<file path="src/rtl/div11_seq_ctrl.sv">
// Sequential divide-by-11 controller: consumes a WIDTH-bit dividend MSB-first,
// DIGIT_BITS per cycle, with valid/ready handshakes on input and output.
module div11_seq_ctrl #(
    parameter int unsigned WIDTH      = 32,
    parameter int unsigned DIGIT_BITS = 2
) (
    input  logic             clk,
    input  logic             rst,
    input  logic             in_valid,
    output logic             in_ready,
    input  logic [WIDTH-1:0] in_dividend,
    output logic             out_valid,
    input  logic             out_ready,
    output logic [WIDTH-1:0] out_quot,
    output logic [3:0]       out_rem,
    output logic             busy
);

    localparam int unsigned STEPS = WIDTH / DIGIT_BITS;
    localparam int unsigned CNT_W = (STEPS > 1) ? $clog2(STEPS) : 1;
    localparam int unsigned T_W   = 4 + DIGIT_BITS;

    typedef enum logic [1:0] {
        IDLE = 2'd0,
        RUN  = 2'd1,
        DONE = 2'd2
    } state_t;

    state_t                state;
    logic [WIDTH-1:0]      shreg;
    logic [WIDTH-1:0]      quot;
    logic [3:0]            rem;
    logic [CNT_W-1:0]      cnt;

    logic [T_W-1:0]        step_t;
    logic [T_W-1:0]        step_r;
    logic [DIGIT_BITS-1:0] step_q;
    logic [WIDTH-1:0]      quot_next;

    // One radix-2^DIGIT_BITS step: restoring division of t = rem*2^D + d by 11.
    // rem <= 10 keeps q below 2^D, so D compare/subtract stages suffice.
    always_comb begin
        step_t = {rem, shreg[WIDTH-1 -: DIGIT_BITS]};
        step_r = step_t;
        step_q = '0;
        for (int k = DIGIT_BITS - 1; k >= 0; k--) begin
            if (step_r >= (T_W'(11) << k)) begin
                step_r    = step_r - (T_W'(11) << k);
                step_q[k] = 1'b1;
            end
        end
        quot_next = {quot[WIDTH-DIGIT_BITS-1:0], step_q};
    end

    always_ff @(posedge clk) begin
        if (rst) begin
            state     <= IDLE;
            in_ready  <= 1'b1;
            out_valid <= 1'b0;
            busy      <= 1'b0;
            out_quot  <= '0;
            out_rem   <= '0;
            rem       <= '0;
            shreg     <= '0;
            quot      <= '0;
            cnt       <= '0;
        end else begin
            case (state)
                IDLE: begin
                    if (in_valid && in_ready) begin
                        shreg    <= in_dividend;
                        rem      <= '0;
                        quot     <= '0;
                        cnt      <= '0;
                        in_ready <= 1'b0;
                        busy     <= 1'b1;
                        state    <= RUN;
                    end
                end
                RUN: begin
                    rem   <= 4'(step_r);
                    quot  <= quot_next;
                    shreg <= {shreg[WIDTH-DIGIT_BITS-1:0], DIGIT_BITS'(0)};
                    cnt   <= cnt + CNT_W'(1);
                    if (cnt == CNT_W'(STEPS - 1)) begin
                        out_quot  <= quot_next;
                        out_rem   <= 4'(step_r);
                        out_valid <= 1'b1;
                        state     <= DONE;
                    end
                end
                DONE: begin
                    // Input stays blocked through the output handshake cycle.
                    if (out_ready) begin
                        out_valid <= 1'b0;
                        busy      <= 1'b0;
                        in_ready  <= 1'b1;
                        state     <= IDLE;
                    end
                end
                default: begin
                    state <= IDLE;
                end
            endcase
        end
    end

    rem_in_range: assert property (@(posedge clk) disable iff (rst) rem <= 4'd10);

endmodule
</file>
<file path="config.mk">
export PLATFORM = sky130hd
export DESIGN_NAME = div11_seq_ctrl
export DESIGN_NICKNAME = d
export VERILOG_FILES = /design/src/rtl/div11_seq_ctrl.sv
export SDC_FILE = /design/constraint.sdc
export NUM_CORES = 1
export LEC_CHECK = 0
export BUFFER_PORTS_ARGS = -buffer_cell sky130_fd_sc_hd__buf_4
export CAP_MARGIN = 25
export CORE_UTILIZATION = 50
export DETAILED_ROUTE_END_ITERATION = 6
export PLACE_DENSITY = 0.73
export SLEW_MARGIN = 20
export SYNTH_ARGS = -nofsm -noshare
export SYNTH_HDL_FRONTEND = slang
export SYNTH_SLANG_ARGS = --single-unit
</file>
<file path="constraint.sdc">
create_clock -name clk -period 5.2 [get_ports clk]
set_input_delay 0.52 -clock clk [delete_from_list [all_inputs] [get_ports clk]]
set_output_delay 0.52 -clock clk [all_outputs]
set_load 0.03 [all_outputs]
</file>
==> flow_metrics.env <==
export IMPL_period_minus_slack_ns=2.18
export IMPL_layout_commonest_cell="dfxtp_1"
export IMPL_synth_cells=482
export IMPL_ant_nets=0
export IMPL_clockBufferDepth=2
export IMPL_drc=0
export IMPL_min_path_type="input port to register"
export IMPL_drv_cap=0
export IMPL_via_per_inst=5.73
export IMPL_path_cells="nor2b_4, buf_4, nand4_1, nand3_1, o21a_1, nor2_1"
export IMPL_post_cts_buffers=0
export IMPL_relSlewSlack_pct=39.8
export IMPL_cts_tree="yes"
export IMPL_fin_setup_tns_ns=0
export IMPL_die_h_um=94.3
export IMPL_stdcell_area_mm2=0.00501
export IMPL_hold_violations=0
export IMPL_critical_path_class="register to register"
export IMPL_status="finished, final reports clean"
export IMPL_yosysSeqAreaShare_pct=52.2
export IMPL_end_kind="register"
export IMPL_ys_ff_latch=111
export IMPL_stdcell_count=638
export IMPL_port_buffers=74
export IMPL_rows=33
export IMPL_post_cts_resized=0
export IMPL_place_area_mm2=0.00482
export IMPL_initial_core_util_pct=51.8
export IMPL_syn_area_per_cell_um2=8.83
export IMPL_die_w_um=94.3
export IMPL_p_per_area_mw_per_mm2=301
export IMPL_yosysWarnings=0
export IMPL_period_share_pct=42.0
export IMPL_switching_power_uw=384
export IMPL_hold_slack_ns=0.400
export IMPL_cts_num_sinks=111
export IMPL_diodes=0
export IMPL_vdd_drop_max_mv=0.149
export IMPL_area_growth_pct=17.6
export IMPL_clkTransAtPathRegs_ns=0.10
export IMPL_final_setup_worst_slack_ns=3.02
export IMPL_routabilityCongestion=0.855
export IMPL_worst_pin_slew_ns=0.901
export IMPL_place_ws_ns=3.05
export IMPL_rsz0062_at_grt="no"
export IMPL_fin_skew_ns=0.00994
export IMPL_drive_gt1_share_pct=19.9
export IMPL_num_vias=3657
export IMPL_drt_first_pass_iters=5
export IMPL_grt_use_total_pct=21.2
export IMPL_fp_coreArea_mm2=0.00822
export IMPL_holdCritStartpoint="in_dividend[0]"
export IMPL_synth_area_mm2=0.00426
export IMPL_final_net_count=567
export IMPL_cts_buffers_inserted=9
export IMPL_path_buf_inv=1
export IMPL_dpl_hpwl_um=5860
export IMPL_cp_top_family="simple AND/OR/NAND/NOR gates"
export IMPL_grt_max_degree=116
export IMPL_critPathSlowestCell="nor2b_4"
export IMPL_antenna_found_initial=0
export IMPL_r2r_start="state[0]"
export IMPL_setup_viol=0
export IMPL_grt_pass1_vias=3303
export IMPL_drt_initial_drc_count=262
export IMPL_root_buffer="clkbuf_8"
export IMPL_grt_overflow_total=0
export IMPL_p_int_mw=1.12
export IMPL_synth_nets=521
export IMPL_crit_start="state[0]"
export IMPL_synthDistinctLibCells=46
export IMPL_design_die_area_mm2=0.00889
export IMPL_leakage_nw=1.88
export IMPL_routed_wl_um=9060
export IMPL_power_frac_comb_pct=9.7
export IMPL_rrSetupSlack_ns=3.02
export IMPL_critPathMaxFanout=40
export IMPL_routedWlPerCell_um=14.2
export IMPL_final_cell_mix="dfxtp_1, nor2_1, buf_4"
export IMPL_slew_violations=0
export IMPL_utilization_pct=60.9
export IMPL_max_clock_freq_mhz=458
export IMPL_clockPowerShare_pct=31.4
export IMPL_pwr_share_seq_pct=58.8
export IMPL_hold_buffers=0
export IMPL_clk_latency_ns=0.36
export IMPL_power_total_mw=1.51
export IMPL_crit_arrival_ns=2.41
export IMPL_required_ns=5.43
export IMPL_ios=75
export IMPL_htreeDepth=3
export IMPL_swShare_pct=25.5
export IMPL_max_stage_delay_ns=0.79
export IMPL_dp_cells=622
export IMPL_cp_start_kind="register"
export IMPL_grt_pass1_wl_um=14900
## per-layer routing
| metal | share of wire (%) | track usage, % | up-vias |
|---|---|---|---|
| met2 | 48 | 33.8 | 77 |
| met1 | 47 | 27.8 | 1746 |
| met5 | 0 | 0 | - |
| li1 | - | - | 1817 |
| met4 | 1.9 | 10.1 | 0 |
| met3 | 3.6 | 3.72 | 17 |
## worst paths after layout
path                      end  cells after the start
setup / recovery       cnt[3]                      6
hold / removal       shreg[0]                      3
setup reg to reg       cnt[3]                      6
hold reg to reg   out_quot[8]                      2
## flip-flops by register name, indices dropped and copies added, names as in the netlist
register	cells
out_quot	32
out_rem	4
rem	4
busy	1
shreg	32
state	2
in_ready	1
cnt	4
quot	30
out_valid	1
## power groups by stage
| stage | sequential (mW) | combinational [mW] | clock [mW] |
|---|---|---|---|
| after floorplan | 0.904 | 0.0989 | 0 |
| after detailed placement | 0.906 | 0.146 | 0 |
| after global routing | 0.890 | 0.161 | 0.516 |
| after CTS | 0.887 | 0.147 | 0.491 |
| final | 0.887 | 0.147 | 0.474 |
| after global placement | 0.905 | 0.135 | 0 |
## final cells by class
cell class / count / area [um2]
Clock inverter: 5 / 38.8
Multi-Input combinational cell: 324 / 1840
Timing Repair Buffer: 78 / 617
Sequential cell: 111 / 2220
Inverter: 4 / 15.0
Fill cell: 741 / 3210
Tap cell: 105 / 131
Clock buffer: 11 / 141
## tightest hold or removal path, cell delays in order
cell,delay [ns]
buf_4,0.11
nand2_1,0.05
a21oi_1,0.05
## cell families after synthesis
group,synth area share (%)
adders and majority gates,0.882
DFF,52.2
buffers and inverters,4.97
and+or+nand+nor,18.6
AOI/OAI and AO/OA,23.4
## synthesized netlist by cell type (all sizes together)
cell       n  area [um2]
o31ai      1        7.51
ha         3        37.5
o21bai     2        15.0
dfxtp    111        2220
nand3      7        35.0
a211o      2        17.5
nand4b     1        8.76
a21o       3        22.5
o221ai     1        15.0
o32ai      1        8.76
nand4      4        25.0
nor2      82         308
a32oi      1        8.76
nor4       1        6.26
nand3b     3        22.5
clkbuf    24        91.3
or2        2        12.5
nor3b      2        20.0
o21ai      3        15.0
a31oi      2        12.5
or3b       1        8.76
o211ai     2        15.0
o21a       2        16.3
nor3       4        20.0
a211oi     2        15.0
buf       19         105
a31o       2        26.3
nor2b      3        18.8
nand2     71         267
a21oi     50         262
nand2b     5        33.8
a22oi     30         239
inv        4        15.0
a2111oi    1        8.76
a222oi    29         290
or3        1        6.26
(Power assumes the default switching activity.)
